--- src/rtl/cpu_pkg.sv ---
// Shared definitions for the bus-CPU control unit: opcodes, ALU selects, states, IR layout.
// SEQ_MULDIV_EN adds the MUL/DIV opcodes and the extra T6 state.
package cpu_pkg;

    localparam int OPC_ADD  = 5'b00011;
    localparam int OPC_SUB  = 5'b00100;
    localparam int OPC_AND  = 5'b01001;
    localparam int OPC_OR   = 5'b01010;
    localparam int OPC_HALT = 5'b11011;
    localparam int OPC_MUL  = 5'b01111;
    localparam int OPC_DIV  = 5'b10000;

    localparam logic [3:0] ALU_ADD = 4'd0;
    localparam logic [3:0] ALU_SUB = 4'd1;
    localparam logic [3:0] ALU_AND = 4'd2;
    localparam logic [3:0] ALU_OR  = 4'd3;
    localparam logic [3:0] ALU_MUL = 4'd4;
    localparam logic [3:0] ALU_DIV = 4'd5;

    // Register fields sit directly below the opcode; gaps count bits down from the opcode LSB.
    localparam int REG_IDX_W = 4;
    localparam int RA_GAP    = 0;
    localparam int RB_GAP    = 4;
    localparam int RC_GAP    = 8;

    typedef enum logic [3:0] {
        ST_IDLE   = 4'd0,
        ST_T0     = 4'd1,
        ST_T1     = 4'd2,
        ST_T2     = 4'd3,
        ST_T3     = 4'd4,
        ST_T4     = 4'd5,
        ST_T5     = 4'd6,
`ifdef SEQ_MULDIV_EN
        ST_T6     = 4'd7,
`endif
        ST_HALTED = 4'd8
    } state_t;

    function automatic logic opc_legal(input int opc);
        case (opc)
            OPC_ADD, OPC_SUB, OPC_AND, OPC_OR, OPC_HALT: return 1'b1;
`ifdef SEQ_MULDIV_EN
            OPC_MUL, OPC_DIV: return 1'b1;
`endif
            default: return 1'b0;
        endcase
    endfunction

    function automatic logic [3:0] alu_of(input int opc);
        case (opc)
            OPC_SUB: return ALU_SUB;
            OPC_AND: return ALU_AND;
            OPC_OR:  return ALU_OR;
            OPC_MUL: return ALU_MUL;
            OPC_DIV: return ALU_DIV;
            default: return ALU_ADD;
        endcase
    endfunction

`ifdef SEQ_MULDIV_EN
    function automatic logic opc_is_muldiv(input int opc);
        return (opc == OPC_MUL) || (opc == OPC_DIV);
    endfunction
`endif

endpackage

--- src/rtl/reg_sel_decoder.sv ---
// Register index to one-hot select; o_oor flags an index beyond NUM_REGS regardless of enable.
module reg_sel_decoder #(
    parameter int NUM_REGS = 16
) (
    input  logic [3:0]          i_idx,
    input  logic                i_en,
    output logic [NUM_REGS-1:0] o_onehot,
    output logic                o_oor
);

    assign o_oor = (int'(i_idx) >= NUM_REGS);

    always_comb begin
        o_onehot = '0;
        for (int k = 0; k < NUM_REGS; k++) begin
            o_onehot[k] = i_en && (int'(i_idx) == k);
        end
    end

endmodule

--- src/rtl/instr_sequencer.sv ---
// Hard-wired T-state control unit driving the bus CPU datapath strobes (Moore outputs).
// Optional macro SEQ_MULDIV_EN enables MUL/DIV with a T6 state writing HI/LO.
module instr_sequencer
    import cpu_pkg::*;
#(
    parameter int DATA_W   = 32,
    parameter int NUM_REGS = 16,
    parameter int OPC_W    = 5
) (
    input  logic                Clock,
    input  logic                Resetn,
    input  logic                Run,
    input  logic                Mem_ready,
    input  logic [DATA_W-1:0]   IR_q,
    output logic                PCout,
    output logic                Zlowout,
    output logic                Zhighout,
    output logic                MDRout,
    output logic                MARin,
    output logic                Zin,
    output logic                PCin,
    output logic                MDRin,
    output logic                IRin,
    output logic                Yin,
    output logic                IncPC,
    output logic                Read,
    output logic                Hiin,
    output logic                Loin,
    output logic [NUM_REGS-1:0] Rin,
    output logic [NUM_REGS-1:0] Rout,
    output logic [3:0]          Alu_op,
    output logic                Busy,
    output logic                Done,
    output logic                Halted,
    output logic                Illegal
);

    localparam int OPC_LSB = DATA_W - OPC_W;
    localparam int RA_MSB  = OPC_LSB - 1 - RA_GAP;
    localparam int RB_MSB  = OPC_LSB - 1 - RB_GAP;
    localparam int RC_MSB  = OPC_LSB - 1 - RC_GAP;
    localparam int RC_LSB  = RC_MSB - REG_IDX_W + 1;

    state_t r_state;
    state_t w_state_nxt;
    logic   r_illegal;

    logic [OPC_W-1:0]     w_opc;
    int                   w_opc_i;
    logic [REG_IDX_W-1:0] w_ra;
    logic [REG_IDX_W-1:0] w_rb;
    logic [REG_IDX_W-1:0] w_rc;
    logic [REG_IDX_W-1:0] w_rout_idx;
    logic                 w_ra_oor;
    logic                 w_rc_oor;
    logic                 w_rout_oor;
    logic                 w_is_halt;
    logic                 w_bad;
    logic                 w_rin_en;
    logic                 w_rout_en;
    logic                 w_unused_ir;

    assign w_opc       = IR_q[DATA_W-1 -: OPC_W];
    assign w_opc_i     = int'(w_opc);
    assign w_ra        = IR_q[RA_MSB -: REG_IDX_W];
    assign w_rb        = IR_q[RB_MSB -: REG_IDX_W];
    assign w_rc        = IR_q[RC_MSB -: REG_IDX_W];
    assign w_unused_ir = ^IR_q[RC_LSB-1:0];

    // Rout drives Rb in T3 and Rc in T4; during T3 its range flag therefore checks Rb.
    assign w_rout_idx = (r_state == ST_T4) ? w_rc : w_rb;
    assign w_rc_oor   = (int'(w_rc) >= NUM_REGS);
    assign w_is_halt  = (w_opc_i == OPC_HALT);
    assign w_bad      = !opc_legal(w_opc_i) || w_ra_oor || w_rout_oor || w_rc_oor;

    reg_sel_decoder #(.NUM_REGS(NUM_REGS)) u_rin_dec (
        .i_idx    (w_ra),
        .i_en     (w_rin_en),
        .o_onehot (Rin),
        .o_oor    (w_ra_oor)
    );

    reg_sel_decoder #(.NUM_REGS(NUM_REGS)) u_rout_dec (
        .i_idx    (w_rout_idx),
        .i_en     (w_rout_en),
        .o_onehot (Rout),
        .o_oor    (w_rout_oor)
    );

    always_ff @(posedge Clock or negedge Resetn) begin
        if (!Resetn) begin
            r_state   <= ST_IDLE;
            r_illegal <= 1'b0;
        end else begin
            r_state <= w_state_nxt;
            if (r_state == ST_T3 && !w_is_halt && w_bad) begin
                r_illegal <= 1'b1;
            end
        end
    end

    assign Illegal = r_illegal;

    always_comb begin
        w_state_nxt = r_state;
        PCout       = 1'b0;
        Zlowout     = 1'b0;
        Zhighout    = 1'b0;
        MDRout      = 1'b0;
        MARin       = 1'b0;
        Zin         = 1'b0;
        PCin        = 1'b0;
        MDRin       = 1'b0;
        IRin        = 1'b0;
        Yin         = 1'b0;
        IncPC       = 1'b0;
        Read        = 1'b0;
        Hiin        = 1'b0;
        Loin        = 1'b0;
        Alu_op      = 4'd0;
        Done        = 1'b0;
        w_rin_en    = 1'b0;
        w_rout_en   = 1'b0;
        Busy        = (r_state != ST_IDLE) && (r_state != ST_HALTED);
        Halted      = (r_state == ST_HALTED);

        case (r_state)
            ST_IDLE: begin
                if (Run) w_state_nxt = ST_T0;
            end
            ST_T0: begin
                PCout       = 1'b1;
                MARin       = 1'b1;
                IncPC       = 1'b1;
                Zin         = 1'b1;
                w_state_nxt = ST_T1;
            end
            // Holding PCin while waiting just reloads the same Z value each cycle.
            ST_T1: begin
                Zlowout = 1'b1;
                PCin    = 1'b1;
                Read    = 1'b1;
                MDRin   = 1'b1;
                if (Mem_ready) w_state_nxt = ST_T2;
            end
            ST_T2: begin
                MDRout      = 1'b1;
                IRin        = 1'b1;
                w_state_nxt = ST_T3;
            end
            ST_T3: begin
                if (w_is_halt) begin
                    w_state_nxt = ST_HALTED;
                end else if (w_bad) begin
                    w_state_nxt = ST_IDLE;
                end else begin
                    w_rout_en   = 1'b1;
                    Yin         = 1'b1;
                    w_state_nxt = ST_T4;
                end
            end
            ST_T4: begin
                w_rout_en   = 1'b1;
                Zin         = 1'b1;
                Alu_op      = alu_of(w_opc_i);
                w_state_nxt = ST_T5;
            end
            ST_T5: begin
                Zlowout = 1'b1;
`ifdef SEQ_MULDIV_EN
                if (opc_is_muldiv(w_opc_i)) begin
                    Loin        = 1'b1;
                    w_state_nxt = ST_T6;
                end else
`endif
                begin
                    w_rin_en    = 1'b1;
                    Done        = 1'b1;
                    w_state_nxt = Run ? ST_T0 : ST_IDLE;
                end
            end
`ifdef SEQ_MULDIV_EN
            ST_T6: begin
                Zhighout    = 1'b1;
                Hiin        = 1'b1;
                Done        = 1'b1;
                w_state_nxt = Run ? ST_T0 : ST_IDLE;
            end
`endif
            ST_HALTED: begin
                w_state_nxt = ST_HALTED;
            end
            default: begin
                w_state_nxt = ST_IDLE;
            end
        endcase
    end

endmodule

--- config.mk ---
export PLATFORM = sky130hd
export DESIGN_NAME = instr_sequencer
export DESIGN_NICKNAME = d
export VERILOG_FILES = /design/src/rtl/cpu_pkg.sv /design/src/rtl/reg_sel_decoder.sv /design/src/rtl/instr_sequencer.sv
export SDC_FILE = /design/constraint.sdc
export NUM_CORES = 1
export LEC_CHECK = 0
export ABC_AREA = 1
export CAP_MARGIN = 20
export CORE_MARGIN = 3
export CORE_UTILIZATION = 30
export DETAILED_ROUTE_END_ITERATION = 12
export GPL_TIMING_DRIVEN = 0
export PLACE_DENSITY = 0.87
export SYNTH_ARGS = -nofsm -noshare
export SYNTH_HDL_FRONTEND = slang
export SYNTH_SLANG_ARGS = --single-unit
--- constraint.sdc ---
create_clock -name Clock -period 5.26 [get_ports Clock]
set_clock_uncertainty 0.15 [all_clocks]
set_input_delay 1.315 -clock Clock [delete_from_list [all_inputs] [get_ports Clock]]
set_output_delay 1.315 -clock Clock [all_outputs]
set_load 0.02 [all_outputs]
== Yosys cells after proc, flatten, opt, wreduce, memory -nomap -nowiden ==
Index checks and enable logic that the tools add are counted.

* Register bits after elaboration: 5
* Output and inout bits: 54
* Logic and storage cells: 115

* Eq/ne operators: 48
* Muxes and demuxes: 20
* Reductions and logical operators: 45

{| class="wikitable"
|+ Operator list
! kind !! number
|-
| $eq A4 B4 Y1 const B || 17
|-
| $eq A4 B3 Y1 const B || 11
|-
| $logic_and A1 B1 Y1 || 35
|-
| $pmux W4 S8 || 1
|-
| $eq A4 B2 Y1 const B || 6
|-
| $eq A5 B4 Y1 const B || 4
|-
| $mux W4 || 4
|-
| $pmux W3 S5 || 1
|-
| $eq A4 B1 Y1 const B || 3
|-
| $logic_not A4 Y1 || 3
|-
| $mux W1 || 11
|-
| $eq A5 B5 Y1 const B || 2
|-
| $mux W3 || 2
|-
| $eq A5 B2 Y1 const B || 1
|-
| $eq A5 B3 Y1 const B || 1
|-
| $reduce_or A5 Y1 || 1
|-
| $ne A2 B2 Y1 const B || 2
|-
| $ne A4 B4 Y1 const B || 1
|-
| $reduce_bool A4 Y1 || 1
|-
| $reduce_or A2 Y1 || 2
|-
| $logic_not A1 Y1 || 2
|-
| $pmux W1 S2 || 1
|-
| $reduce_and A2 Y1 || 1
|}

== Logic depth before layout (Yosys ltp) ==
Gate-level depths: netlist of run 1.

* Word-level depth: 7
* Depth in mapped cells: 10
* Depth with buffers taken out: 10

== Cells and area by module ==
From an unflattened synthesis of run 1, not the netlist that was laid out.

* Cell total of the unflattened synthesis: 169
* Area total of the unflattened synthesis: 873.3 µm²

{| class="wikitable"
|+ Modules (own cells, without submodules)
! module !! instances !! cells an instance !! area each (µm²)
|-
| instr_sequencer || 1 || 99 || 593.1
|-
| reg_sel_decoder || 2 || 35 || 140.1
|}

== Least setup slack after synthesis of run 1 ==
Ideal clock, no wire load.

* Kind: input-to-output
* Start: input port IR_q[27]
* End: output port Rout[10]
* Arrival time: 2.308 ns
* Data required time: 3.795 ns
* Setup slack: 1.487 ns
* Cell stages on the path: 9
* Cell sequence: nor2_1 > nand2_1 > nor2_1 > nor2_1 > nand2_1 > nand2_1 > nand2_1 > nand2_1 > nor2_1

* Word-level cells in the longest chain between the ends: 7

{| class="wikitable"
|+ Ends and longest elaborated chain
! element !! line !! RTL
|-
| start: declaration || instr_sequencer.sv:14 || <nowiki>input logic [DATA_W-1:0] IR_q,</nowiki>
|-
| $eq A5 B4 Y1 (tied with other cells) || cpu_pkg.sv:41 || <nowiki>case (opc)</nowiki>
|-
| $reduce_or A5 Y1 || cpu_pkg.sv:41 ||
|-
| $mux W1 || cpu_pkg.sv:41 ||
|-
| $mux W1 || instr_sequencer.sv:154 || <nowiki>end else if (w_bad) begin</nowiki>
|-
| $mux W1 (*) || instr_sequencer.sv:152 || <nowiki>if (w_is_halt) begin</nowiki>
|-
| $pmux W1 S2 (*) || instr_sequencer.sv:127 || <nowiki>case (r_state)</nowiki>
|-
| $logic_and A1 B1 Y1 (*) || reg_sel_decoder.sv:16 || <nowiki>o_onehot[k] = i_en && (int'(i_idx) == k);</nowiki>
|-
| end: declaration || instr_sequencer.sv:30 || <nowiki>output logic [NUM_REGS-1:0] Rout,</nowiki>
|}

Mark *: on every way between the ends. The rest lies on a longest branch, timed or not.

== Worst setup path in the final report of run 1 ==
* Start: input port IR_q[28]
* End: output port Rout[3]

Same word-level chain as after synthesis.

==> results of run 1 <==
[sequential cells by signal, indices dropped and copies added, names as in the netlist]
name,flops
r_state,4
Illegal,1
[area by class of cell]
class,instances,area share
Buffer,10,0.04984
Clock buffer,4,0.01661
Inverter,27,0.06408
Multi-Input combinational cell,118,0.3236
Sequential cell,5,0.07911
Tap cell,30,0.02373
Timing Repair Buffer,70,0.4430
[power by group through the flow]
stage	Clock, µW	Combinational, µW	Sequential [µW]
after global placement	0	361	63.4
after detailed placement	0	367	63.9
final	43.7	365	63.4
after global routing	48.1	397	65.9
after floorplan	0	223	62.5
after CTS	44.7	369	63.2
[metrics by stage]
step / hold WS (ns) / cell area (µm²)
final: 0.3191 / 1582
after global routing: 0.3392 / 1582
after CTS: 0.3241 / 1582
after detailed placement: 0.3152 / 1555
after global placement: 0.3111 / 1555
after floorplan: 0.3883 / 817.0
[metal layers]
metal  wire (µm)  up-vias  share of wire  track usage
met4          23        0         0.0089      0.04967
met1        1044      478           0.40       0.1791
met2        1250       59           0.48       0.2774
li1            -      611              -            -
met5           0        -              0            0
met3         267        2           0.10      0.02895
[cell usage in the layout (no fill, tap or decap), types with 4 or more instances in the layout]
cell / Yosys / final
nor2_1: 53 / 53
conb_1: 1 / 4
nand3_1: 6 / 6
dfrtp_1: 5 / 5
clkdlybuf4s50_1: 0 / 70
buf_4: 9 / 9
nand2_1: 31 / 31
inv_1: 25 / 25
[logic make-up (layout without fill, tap and decap cells)]
family / Yosys count / after routing / share of synthesized area
buf+inv: 37 / 111 / 0.2236
compound gates: 12 / 12 / 0.09160
simple gates: 102 / 102 / 0.5249
flops: 5 / 5 / 0.1553
other cells: 1 / 4 / 0.004654
[worst max path at each step]
stage	cells past startpoint	start	slack, ns	endpoint
CTS	10	IR_q[28]	0.37	Rout[3]
finish	11	IR_q[28]	0.38	Rout[3]
global placement	10	IR_q[28]	0.38	Rout[7]
floorplan	9	IR_q[27]	1.49	Rout[10]
global route	10	IR_q[30]	0.14	Rout[11]
detailed placement	10	IR_q[28]	0.37	Rout[3]
[worst max-delay path, stage by stage]
cell and delay, ns:
clkdlybuf4s50_1 0.48, nor2_1 0.15, nand2_1 0.06, nor2_1 0.14
nor2_1 0.07, nand2_1 0.07, nand2_1 0.07, nand2_1 0.16
nand2_1 0.15, nor2_1 0.13, clkdlybuf4s50_1 0.61
==> summary.md, run 1 <==
| Metric | Value |
|---|---|
| Hold-fix buffers at CTS | 0 |
| Startpoint Class | input port |
| Tmin final | around 5 ns |
| Post-synth EDFFs | 0 |
| First-pass GRT wire length | 4.112 mm |
| Crit path DAT | 3.41 ns |
| Clk_lat worst skew | roughly 0.24 ns |
| Critical path type | input port to primary output |
| Synthesized flop and latch total | 5 |
| DR pass1 iterations | 4 |
| Dominant synthesized flop cell | dfrtp_1 |
| # diodes | 0 |
| Most numerous cell in the Yosys netlist | nor2_1 |
| Synth area leader | nor2_1 |
| Net switching power | 227.6 µW |
| Power Density | around 300 mW/mm² |
| Layout cell share with drive strength beyond 1 | 0.1068 |
| Drt drc | 0 |
| Worst reg2reg path depth | 6 |
| Total CTS buffers | 3 |
| # rows | 18 |
| Combinational share of power | 0.773 |
| Syn. warnings | 0 |
| Post-place setup slack | between 0.3 and 0.4 ns |
| Worst-path fanout max | 5 |
| Num ports | 90 |
| Post-CTS setup buffer count | 0 |
| Via density | 4.356 |
| Initial DRC Count | 42 |
| Max-Cap Viols | 0 |
| Unique cell type count in the Yosys netlist | 22 |
| DRT Wirelength | 2.585 mm |
| Initial core utilization | 0.3194 |
| Worst r2r dst | r_state[2] |
| Leakage | ~0.00074 µW |
| Grt ovf | 0 |
| Largest net degree at the start of global routing | 11 |
| Total die area | roughly 0.0033 mm² |
| Initial antenna violation count | 0 |
| Worst reg2reg startpoint | r_state[0] |
| Multi-input gate area | around 510 µm² |
| Tcrit/Tclk final | 0.9273 |
| Setup violations, final | 0 |
| Synth async-reset ratio | 1.000 |
| Hold endpoint | Illegal |
| Clock share of power | 0.093 |
| Total power | ~470 µW |
| Fin cells | about 260 |
| Clock tree buffer depth | 2 |
| Hold path start | Illegal |
| Max-slew violation count | 0 |
| Synth top area cells | nor2_1, dfrtp_1, nand2_1, inv_1, buf_4 |
| Vias in the first global route | 1021 |
| Most frequent cells after synthesis | nor2_1, nand2_1, inv_1, buf_4, nand3_1 |
| Worst EP required | 3.80 ns |
| CTS root buffer | clkbuf_4 |
| Area Growth Syn to Fin | 96.27% |
| CTS tree | built |
| HPWL after DPL | ~2.3 mm |
| Fillers | approximately 240 |
| RSZ-0062 raised after global routing | false |
| Core footprint | about 0.0025 mm² |
| Htree depth | 1 |
| Post-CTS sizing | 0 |
| Final GP Congestion | between 0.7 and 0.8 |
| Port-buffer cells | 70 |
| Synthesized area | just over 800 µm² |
| Final Util | 0.6270 |
| NumNets Final | ~270 |
| Clock transition at the registers of the reported paths | 0.04 ns |
| GR Util All Layers | 0.1529 |
| Worst Hold Class | flip-flop to flip-flop |
| Gate Count Post-Synth | about 160 |
| Clock sink total | 5 |
| Sequential fraction of the synthesis area | 0.1553 |
| CP endpoint kind | primary output |
| Post-route setup slack | about 0.38 ns |
| Die Y | between 50 and 60 µm |
| Placed cells | 260 |
| Status | complete, no violations |
| Hold Path Stages | 1 |
| Final Hold Violating Endpoints | 0 |
| Final ANT Viol Nets | 0 |
| Drt wl/cell | 9.792 µm |
| R2R setup slack | 3.78 ns |
| Routed via count | approximately 1200 |
| FF/Latch Area | between 100 and 150 µm² |
| TNS Setup | 0 ns |
| Int Pwr | about 240 µW |
| Share of the synthesized area in the top cell type | 0.2469 |
| Sw frac | 0.4821 |
| Syn_area_per_cell | between 5 and 6 µm² |
| Reg power frac | 0.134 |
| Max Freq | slightly above 0.2 GHz |
| Max IR drop VDD | 0.0003018 V |
| Die W | 57.83 µm |
Note: power is estimated with default switching activity, not from simulation.
==> inputs of run 2 (changes only) <==
--- a/config.mk
+++ b/config.mk
@@ -5,13 +5,14 @@
 export SDC_FILE = /design/constraint.sdc
 export NUM_CORES = 1
 export LEC_CHECK = 0
-export ABC_AREA = 1
-export CAP_MARGIN = 20
+export ABC_AREA = 0
+export CAP_MARGIN = 0
+export CORE_ASPECT_RATIO = 1.75
 export CORE_MARGIN = 3
-export CORE_UTILIZATION = 30
+export CORE_UTILIZATION = 32
 export DETAILED_ROUTE_END_ITERATION = 12
 export GPL_TIMING_DRIVEN = 0
-export PLACE_DENSITY = 0.87
+export PLACE_DENSITY = 0.86
 export SYNTH_ARGS = -nofsm -noshare
 export SYNTH_HDL_FRONTEND = slang
 export SYNTH_SLANG_ARGS = --single-unit
==> run 2 against run 1 <==
  * Synthesized area grew 14%
  * Global-route usage grew 0.74 points
  * Synthesized cell count shrank 18%
  * Highest routed layer unchanged
  * Clock-buffer cell count is the same
  * Via count shrank 0.78%
==> summary.md, run 2 <==
| Metric | Value |
|---|---|
| Status | complete, no violations (unchanged) |
| Post-CTS setup buffer count | 0 (unchanged) |
| Total die area | 0.003578 mm² (was 0.003344 mm²) |
| Most frequent cells in the layout | clkdlybuf4s50_1, nor2_1, buf_4, nand2b_1, nor3_1 (was clkdlybuf4s50_1, nor2_1, nand2_1) |
| Sequential fraction of the synthesis area | 0.1361 (was 0.1553) |
| Layout cell share with drive strength beyond 1 | 0.1471 (was 0.1068) |
| Die W | 46.53 µm (was 57.83 µm) |
| Commonest non-fill, non-tap cell in the layout | clkdlybuf4s50_1 (unchanged) |
| Core footprint | 0.002721 mm² (was 0.002522 mm²) |
| Drt drc | 0 (unchanged) |
| Hold endpoint | Illegal (unchanged) |
| Clk_lat worst skew | 0.22 ns (was 0.24 ns) |
| CP dominant cell by count | clkdlybuf4s50_1 (was nand2_1) |
| Max-Cap Viols | 0 (unchanged) |
| Most flop-heavy register | r_state (unchanged) |
| Worst reg2reg startpoint | r_state[1] (was r_state[0]) |
| Initial DRC Count | 8 (was 42) |
| Num ports | 90 (unchanged) |
| Port-buffer cells | 68 (was 70) |
| Max-slew violation count | 0 (unchanged) |
| Max Freq | 0.2039 GHz (was 0.2050 GHz) |
| Share of the synthesized area in the top cell type | 0.1429 (was 0.2469) |
| Crit path DAT | 3.44 ns (was 3.41 ns) |
| Tmin final | 4.905 ns (was 4.878 ns) |
| Synth area leader | nor2_1 (unchanged) |
| # diodes | 0 (unchanged) |
| Max reg flops | 4 (unchanged) |
| Rel. slew slack | 0.6382 |
| Htree depth | 1 (unchanged) |
| Critical path's slowest cell | clkdlybuf4s50_1 (unchanged) |
| Final Hold Violating Endpoints | 0 (unchanged) |
| Drt wl/cell | 11.93 µm (was 9.792 µm) |
| DR pass1 iterations | 4 (unchanged) |
| Hold-fix buffers at CTS | 0 (unchanged) |
| Fin cells | 231 (was 264) |
| Simple-gate area share of the yosys netlist | 0.5388 (was 0.5248) |
| Largest net degree at the start of global routing | 11 (unchanged) |
| Clock transition at the registers of the reported paths | 0.03 ns (was 0.04 ns) |
| Xor/xnor cell area share of the yosys netlist | 0.009524 (was 0) |
| Top delay family on crit path | buffers and inverters (unchanged) |
| First-pass GRT wire length | 4.381 mm (was 4.112 mm) |
| Leakage | 0.0006623 µW (was 0.0007449 µW) |
| Hold Path Stages | 1 (unchanged) |
| Mux share of post-synthesis cell area | 0.07075 (was 0) |
| Worst Hold Class | flip-flop to flip-flop (unchanged) |
| HPWL after DPL | 2.281 mm (was 2.284 mm) |
| Worst reg2reg path depth | 4 (was 6) |
| CP endpoint kind | primary output (unchanged) |
| Syn. warnings | 0 (unchanged) |
| Largest family of logic cells by synthesized area | simple AND/OR/NAND/NOR gates (unchanged) |
| Clock tree buffer depth | 2 (unchanged) |
| Grt ovf | 0 (unchanged) |
| R2R setup slack | 3.52 ns (was 3.78 ns) |
| Worst r2r dst | r_state[2] (unchanged) |
| Total power | 494.8 µW (was 472.2 µW) |
| Synthesized flop and latch total | 5 (unchanged) |
| Post-synth EDFFs | 0 (unchanged) |
| RSZ-0062 raised after global routing | false (unchanged) |
| Worst Tran Pin Value | roughly 0.53 ns |
| TNS Setup | 0 ns (unchanged) |
| Slowest cell delay on critical path | 0.62 ns (was 0.61 ns) |
| Initial core utilization | 0.3379 (was 0.3194) |
| Routed via count | 1141 (was 1150) |
| Buf/Inv on CP | 2 (unchanged) |
| Setup violations, final | 0 (unchanged) |
| Synth top area cells | nor2_1, dfrtp_1, buf_4, nand2b_1, nor3_1 (was nor2_1, dfrtp_1, nand2_1, inv_1, buf_4) |
| GR Util All Layers | 0.1603 (was 0.1529) |
| CTS root buffer | clkbuf_8 (was clkbuf_4) |
| Via density | 4.939 (was 4.356) |
| Synth Area in Compound Gates | 0.1075 (was 0.09161) |
| Gate Count Post-Synth | 129 (was 157) |
| Dominant synthesized flop cell | dfrtp_1 (unchanged) |
| CTS tree | built (unchanged) |
| Synthesized area | 919.6 µm² (was 805.8 µm²) |
| Tcrit/Tclk final | 0.9325 (was 0.9273) |
| Worst EP required | 3.80 ns (about the same) |
| Area Growth Syn to Fin | 83.81% (was 96.27%) |
| Post-synthesis adder-cell area fraction | 0 (unchanged) |
| Fillers | 258 (was 241) |
| Vias in the first global route | 1047 (was 1021) |
| Startpoint Class | input port (unchanged) |
| DRT Wirelength | 2.756 mm (was 2.585 mm) |
| Initial antenna violation count | 0 (unchanged) |
| Most frequent cells after synthesis | nor2_1, buf_4, nand2b_1, nor3_1 (was nor2_1, nand2_1, inv_1, buf_4, nand3_1) |
| Unique cell type count in the Yosys netlist | 42 (was 22) |
| Total CTS buffers | 3 (unchanged) |
| Synth async-reset ratio | 1.000 (unchanged) |
| Final GP Congestion | 0.7590 (was 0.7872) |
| Hold path start | Illegal (unchanged) |
| Clock sink total | 5 (unchanged) |
| Worst-path cell chain | clkdlybuf4s50_1 -> nor4bb_1 -> a211o_1 -> a22oi_4 -> nor3_2 -> clkdlybuf4s50_1 (was clkdlybuf4s50_1 -> nor2_1 -> nand2_1 -> nor2_1 -> nor2_1 -> nand2_1 -> nand2_1 -> nand2_1 -> nand2_1 -> nor2_1 -> clkdlybuf4s50_1) |
| Post-CTS sizing | 0 (unchanged) |
| Syn_area_per_cell | 7.129 µm² (was 5.132 µm²) |
| Final ANT Viol Nets | 0 (unchanged) |
| Most numerous cell in the Yosys netlist | nor2_1 (unchanged) |
| Die Y | 76.92 µm (was 57.83 µm) |
| Critical path type | input port to primary output (unchanged) |
| Power Density | 292.7 mW/mm² (was 298.5 mW/mm²) |
| # rows | 25 (was 18) |
| NumNets Final | 241 (was 271) |
| Placed cells | 227 (was 260) |
| Max IR drop VDD | 0.0001880 V (was 0.0003018 V) |
| Worst-path fanout max | 8 (was 5) |
==> run 2: cell type report <==
cell class	count	area [µm²]	area share
clock buffer	4	45.04	0.02665
buffer	15	111.4	0.06588
sequential	5	125.1	0.07402
timing repair buffer	68	680.7	0.4027
tap	27	33.78	0.01999
multi-input combinational	109	683.2	0.4041
inverter	3	11.26	0.006662
==> run 2: routing by layer <==
layer / vias up / share of wire / GRT usage
met5: - / 0 / 0
met2: 65 / 0.49 / 0.2707
met4: 0 / 0.029 / 0.08832
met3: 7 / 0.13 / 0.04695
met1: 480 / 0.35 / 0.1638
li1: 589 / - / -
==> run 2: worst max-delay path by stage <==
stage,slack (ns),cells past startpoint,end,startpoint
2_1_floorplan,1.07,4,Alu_op[0],IR_q[28]
3_3_place_gp,0.40,5,Yin,IR_q[27]
3_5_place_dp,0.34,6,Rout[12],IR_q[27]
4_1_cts,0.34,6,Rout[12],IR_q[27]
5_1_grt,0.21,6,Rout[12],IR_q[27]
6_report,0.35,6,Rout[12],IR_q[27]
==> run 2: cell families (layout without fill, tap and decap cells) <==
kind of cell | after synthesis | in the layout
multiplexers | 6 | 6
XOR/XNOR | 1 | 1
AO/OA/AOI/OAI | 12 | 12
other | 1 | 4
AND/OR/NAND/NOR | 86 | 86
flip-flops | 5 | 5
buffers and inverters | 18 | 90
==> run 2: worst reg2reg max path: stages, from the launching register on <==
cell	delay, ns
dfrtp_1	0.46
or4b_4	0.55
buf_6	0.15
nor3b_1	0.22
or3_1	0.15
==> run 2: where the power goes <==
group	internal (µW)	switching, µW	total [µW]	leakage, µW
sequential	52.5	17.4	69.9	0.0000614
clock	52.1	19.8	71.9	0.0000228
combinational	177	176	353	0.000578
total	281	213	495	0.000662
==> run 2: through the flow <==
stage               hold WS (ns)  area (µm²)    util  worst slack, ns
global route              0.3636        1690  0.6211           0.2113
finish                    0.3409        1690  0.6211           0.3548
CTS                       0.3429        1690  0.6211           0.3389
global placement          0.3212        1645  0.6046           0.4026
detailed placement        0.3359        1645  0.6046           0.3397
floorplan                 0.4102       930.9       -            1.071
==> inputs of run 3 (changes only) <==
--- a/config.mk
+++ b/config.mk
@@ -10,6 +10,7 @@
 export CORE_ASPECT_RATIO = 1.75
 export CORE_MARGIN = 3
 export CORE_UTILIZATION = 32
+export CTS_BUF_LIST = sky130_fd_sc_hd__clkbuf_16
 export DETAILED_ROUTE_END_ITERATION = 12
 export GPL_TIMING_DRIVEN = 0
 export PLACE_DENSITY = 0.86
==> run 3 against run 2 <==
  * Clock-buffer cell count down 1
  * Sequential power down 1%
  * Register-to-register slack about the same
  * First-iteration DRC count up 38%
  * Design area up 2.0%
  * Total power up 11%
  * Largest cell class unchanged
  * Largest power group unchanged
==> summary.md, run 3 (synthesis gave the netlist of run 2 again) <==
| Metric | Value |
|---|---|
| Setup violations, final | 0 (unchanged) |
| GR Util All Layers | 0.1642 (was 0.1603) |
| Combinational share of power | 0.647 (was 0.713) |
| Worst-path fanout max | 8 (unchanged) |
| CP dominant cell by count | clkdlybuf4s50_1 (unchanged) |
| CP Launch Point | IR_q[27] (unchanged) |
| Worst Hold Class | flip-flop to flip-flop (unchanged) |
| Met1 usage in global routing | 0.1662 (was 0.1638) |
| DRT Wirelength | 2.810 mm (was 2.756 mm) |
| Initial core utilization | 0.3379 (unchanged) |
| First-pass GRT wire length | 4.512 mm (was 4.381 mm) |
| Via density | 4.961 (was 4.939) |
| Max Freq | 0.2038 GHz (was 0.2039 GHz) |
| Final Hold Violating Endpoints | 0 (unchanged) |
| Max-Cap Viols | 0 (unchanged) |
| Worst EP required | 3.80 ns (about the same) |
| NumNets Final | 241 (unchanged) |
| Placed cells | 227 (unchanged) |
| CP endpoint kind | primary output (unchanged) |
| Leakage | 0.0006818 µW (was 0.0006623 µW) |
| Drt drc | 0 (unchanged) |
| Critical path's slowest cell | clkdlybuf4s50_1 (unchanged) |
| Clock tree buffer depth | 2 (unchanged) |
| Worst reg2reg startpoint | r_state[1] (unchanged) |
| Post-CTS setup buffer count | 0 (unchanged) |
| Port-buffer cells | 68 (unchanged) |
| DR pass1 iterations | 3 (was 4) |
| Hold-fix buffers at CTS | 0 (unchanged) |
| Startpoint Class | input port (unchanged) |
| TNS Setup | 0 ns (unchanged) |
| Num ports | 90 (unchanged) |
| # rows | 25 (unchanged) |
| Largest net degree at the start of global routing | 11 (unchanged) |
| Crit path DAT | 3.44 ns (about the same) |
| Clk_lat worst skew | 0.23 ns (was 0.22 ns) |
| Initial DRC Count | 11 (was 8) |
| Die Y | 76.92 µm (unchanged) |
| Clock transition at the registers of the reported paths | 0.03 ns (about the same) |
| Reg power frac | 0.126 (was 0.141) |
| Slowest cell delay on critical path | 0.62 ns (about the same) |
| Int Pwr | 328.0 µW (was 281.4 µW) |
| Drt wl/cell | 12.16 µm (was 11.93 µm) |
| Max IR drop VDD | 0.0002351 V (was 0.0001880 V) |
| HPWL after DPL | 2.281 mm (unchanged) |
| Initial antenna violation count | 0 (unchanged) |
| Max reg flops | 4 (unchanged) |
| Area Growth Syn to Fin | 87.48% (was 83.81%) |
| Max-slew violation count | 0 (unchanged) |
| Htree depth | 1 (unchanged) |
| Fin cells | 231 (unchanged) |
| Power Density | 318.7 mW/mm² (was 292.7 mW/mm²) |
| # diodes | 0 (unchanged) |
| Commonest non-fill, non-tap cell in the layout | clkdlybuf4s50_1 (unchanged) |
| Final ANT Viol Nets | 0 (unchanged) |
| Met3 Usage GRT | 0.04695 (unchanged) |
| Sw frac | 0.4031 (was 0.4312) |
| Total CTS buffers | 3 (unchanged) |
| Total power | 549.4 µW (was 494.8 µW) |
| Hold path start | Illegal (unchanged) |
| Fillers | 251 (was 258) |
| Critical path type | input port to primary output (unchanged) |
| Most flop-heavy register | r_state (unchanged) |
| Vias in the first global route | 1069 (was 1047) |
| Tcrit/Tclk final | 0.9327 (was 0.9325) |
| Worst Tran Pin Value | 0.5322 ns (unchanged) |
| Rel. slew slack | 0.6382 (unchanged) |
| Net switching power | 221.5 µW (was 213.4 µW) |
| Tmin final | 4.906 ns (was 4.905 ns) |
| Status | complete, no violations (unchanged) |
| Layout cell share with drive strength beyond 1 | 0.1471 (unchanged) |
| Post-CTS sizing | 0 (unchanged) |
| RSZ-0062 raised after global routing | false (unchanged) |
| Die W | 46.53 µm (unchanged) |
| Clock sink total | 5 (unchanged) |
| Top Usage Layer GRT | met2 (unchanged) |
| Routed via count | 1146 (was 1141) |
| Total die area | 0.003578 mm² (unchanged) |
| CTS tree | built (unchanged) |
| Grt met2 use | 0.2859 (was 0.2707) |
| Worst-path cell chain | clkdlybuf4s50_1 -> nor4bb_1 -> a211o_1 -> a22oi_4 -> nor3_2 -> clkdlybuf4s50_1 (unchanged) |
| Grt ovf | 0 (unchanged) |
| Most frequent cells in the layout | clkdlybuf4s50_1, nor2_1, buf_4, nand2b_1, nor3_1 (unchanged) |
| Core footprint | 0.002721 mm² (unchanged) |
| Final GP Congestion | 0.7590 (unchanged) |
| Clock share of power | 0.227 (was 0.145) |
| CTS root buffer | clkbuf_16 (was clkbuf_8) |
-- run 3: final cells by class --
cell class / instances / area [µm²] / area share
Clock buffer: 3 / 75.07 / 0.04354
Sequential cell: 5 / 125.1 / 0.07257
Timing Repair Buffer: 68 / 680.7 / 0.3948
Buffer: 15 / 111.4 / 0.06459
Inverter: 3 / 11.26 / 0.006531
Multi-Input combinational cell: 109 / 683.2 / 0.3962
Clock inverter: 1 / 3.754 / 0.002177
Tap cell: 27 / 33.78 / 0.01959
-- run 3: routing by layer --
metal  vias up  share of wire
met1       485           0.34
met2        65           0.50
met5         -              0
met3         7           0.13
met4         0          0.025
li1        589              -
-- run 3: power groups by stage --
stage / logic, µW / clock network (µW) / registers, µW
floorplan: 215 / 0 / 68.0
global placement: 352 / 0 / 69.1
detailed placement: 356 / 0 / 70.3
CTS: 359 / 127 / 69.6
global route: 382 / 131 / 73.3
finish: 355 / 125 / 69.2
-- run 3: stage by stage --
| step | area [µm²] | setup slack (ns) | util | hold WS (ns) |
|---|---|---|---|---|
| 2_1_floorplan | 930.9 | 1.071 | - | 0.4102 |
| 3_5_place_dp | 1645 | 0.3397 | 0.6046 | 0.3359 |
| 4_1_cts | 1724 | 0.3389 | 0.6336 | 0.3426 |
| 3_3_place_gp | 1645 | 0.4026 | 0.6046 | 0.3212 |
| 6_report | 1724 | 0.3541 | 0.6336 | 0.3379 |
| 5_1_grt | 1724 | 0.2113 | 0.6336 | 0.3629 |
-- run 3: critical path, delay by kind of cell --
kind | cells | cell delay, ns
and+or+nand+nor | 2 | 0.52
AOI/OAI and AO/OA | 2 | 0.39
buffers and inverters | 2 | 1.21
-- run 3: path summary, 6_finish.rpt --
check / end / slack (ns) / cells after the start
worst max-delay path: Rout[12] / 0.35 / 6
worst min-delay path: Illegal / 0.34 / 1
worst max register to register: r_state[2] / 3.53 / 4
worst min register to register: Illegal / 0.34 / 1
max in group asynchronous: Illegal / 3.64 / 1
min in group asynchronous: r_state[2] / 1.15 / 1
==> variant, RTL diff (settings of run 2) <==
The package constant `RB_GAP` goes from 4 to 3.
--- a/src/rtl/cpu_pkg.sv
+++ b/src/rtl/cpu_pkg.sv
@@ -20,7 +20,7 @@
     // Register fields sit directly below the opcode; gaps count bits down from the opcode LSB.
     localparam int REG_IDX_W = 4;
     localparam int RA_GAP    = 0;
-    localparam int RB_GAP    = 4;
+    localparam int RB_GAP    = 3;
     localparam int RC_GAP    = 8;
 
     typedef enum logic [3:0] {
Behaviour: not the same (a bounded check fails within 10 cycles, from zero or initial values and one cycle with Resetn low).
==> variant against run 2 <==
- combinational power fell by 6.8%
- via count grew 5.4%
- cell area shrank 3.6%
- register-to-register slack improved by 0.26 ns
- worst setup slack gained 0.027 ns
- wire length rose by 15%
- area after synthesis shrank 6.4%
- clock power rose by 4.2%
- total power fell by 5.1%
- critical endpoint is now Rout[4]
- highest routed layer unchanged
- sequential cell count unchanged
==> variant: results (changes against run 2) <==
metric	value	unit	change
critPathArrivalTime	3.41	ns	was 3.44 ns
ys_types	40		was 42
synth_xor_area_share	1.017	%	was 0.9524%
min_from	Illegal		unchanged
htreeDepth	1		unchanged
preCtsSetupSlack	0.3820	ns	was 0.3397 ns
synthMuxAreaShare	8.430	%	was 7.075%
post-dp-hpwl	2577	µm	was 2281 µm
grt_pass1_wl	4788	µm	was 4381 µm
via_count	1203		was 1141
cellLeakagePower	0.0006261	µW	was 0.0006623 µW
dpl_cell_area	1585	µm²	was 1645 µm²
rrSetupSlack	3.78	ns	was 3.52 ns
drive_gt1_share	12.08	%	was 14.71%
synth_compound_gate_area_share	10.61	%	was 10.75%
firstDrtPassIters	6		was 4
track_usage	18.54	%	was 16.03%
clkLatencyLatePin	0.23	ns	
n_antenna_cell	0		unchanged
rr_worst_depth	3		was 4
clk_pin_slew	0.04	ns	
gp_congestion	0.7338		was 0.7590
status	finished clean		unchanged
fin_nets	244		was 241
period_minus_slack	4.878	ns	was 4.905 ns
synth_area_leaders	nor2_1 18%, dfrtp_1 15%, buf_4 8.7%, nand2b_1 6.5%, nor3_1 6.4%		was nor2_1 14%, dfrtp_1 14%, buf_4 8.2%, nand2b_1 6.8%, nor3_1 5.4%
cts_buffers	3		unchanged
hold_slack	0.3622	ns	was 0.3409 ns
nFillCells	235		was 258
synth_common_cells	41 x nor2_1, 12 x nand2_1, 11 x nor3_1		was 35 x nor2_1, 10 x buf_4, 10 x nand2b_1, 10 x nor3_1
ys_seq_area_share	14.53	%	was 13.61%
==> variant: worst max path at each step <==
stage	from	endpoint	cells after the start
global route	IR_q[30]	Rout[4]	6
detailed placement	IR_q[30]	Rout[4]	6
global placement	IR_q[27]	Rout[8]	6
CTS	IR_q[30]	Rout[4]	6
finish	IR_q[30]	Rout[4]	6
floorplan	IR_q[28]	Alu_op[0]	4
==> variant: where the power goes <==
group / internal (µW) / total (µW) / leakage [µW] / switching, µW
registers: 52.1 / 65.3 / 0.0000615 / 13.1
logic: 161 / 329 / 0.000542 / 169
clock network: 52.3 / 74.9 / 0.0000228 / 22.6
total: 265 / 469 / 0.000626 / 204
==> variant: through the flow <==
step,util (%),std cells
final,64.63,233
after global routing,64.63,233
after CTS,64.63,233
after detailed placement,62.85,229
after global placement,62.85,229
after floorplan,-,135
==> variant: worst max-delay path, cell delays in order <==
cell and delay, ns:
clkdlybuf4s50_1 0.51, nor2b_1 0.21, a211o_1 0.36, a21oi_2 0.35, nor2_1 0.10, clkdlybuf4s50_1 0.56
==> variant: per-layer routing <==
layer | part of all wire, % | global-route usage (%) | routed length [µm]
met4 | 1.7 | 9.446 | 53
met1 | 34 | 17.84 | 1068
met2 | 57 | 35.96 | 1798
met5 | 0 | 0 | 0
met3 | 7.6 | 2.632 | 241
==> variant: cell families (layout without fill, tap and decap cells) <==
logic type / count (synthesis) / in the layout
other: 1 / 4
AO/OA/AOI/OAI: 12 / 12
flip-flops: 5 / 5
buffers and inverters: 16 / 88
AND/OR/NAND/NOR: 90 / 90
multiplexers: 7 / 7
XOR/XNOR: 1 / 1
==> variant: layout make-up <==
class	instances	share of cell area, %
Inverter	2	0.4605
Tap cell	26	1.995
Clock buffer	4	2.763
Timing Repair Buffer	68	41.75
Buffer	14	5.756
Multi-Input combinational cell	114	39.60
Sequential cell	5	7.675
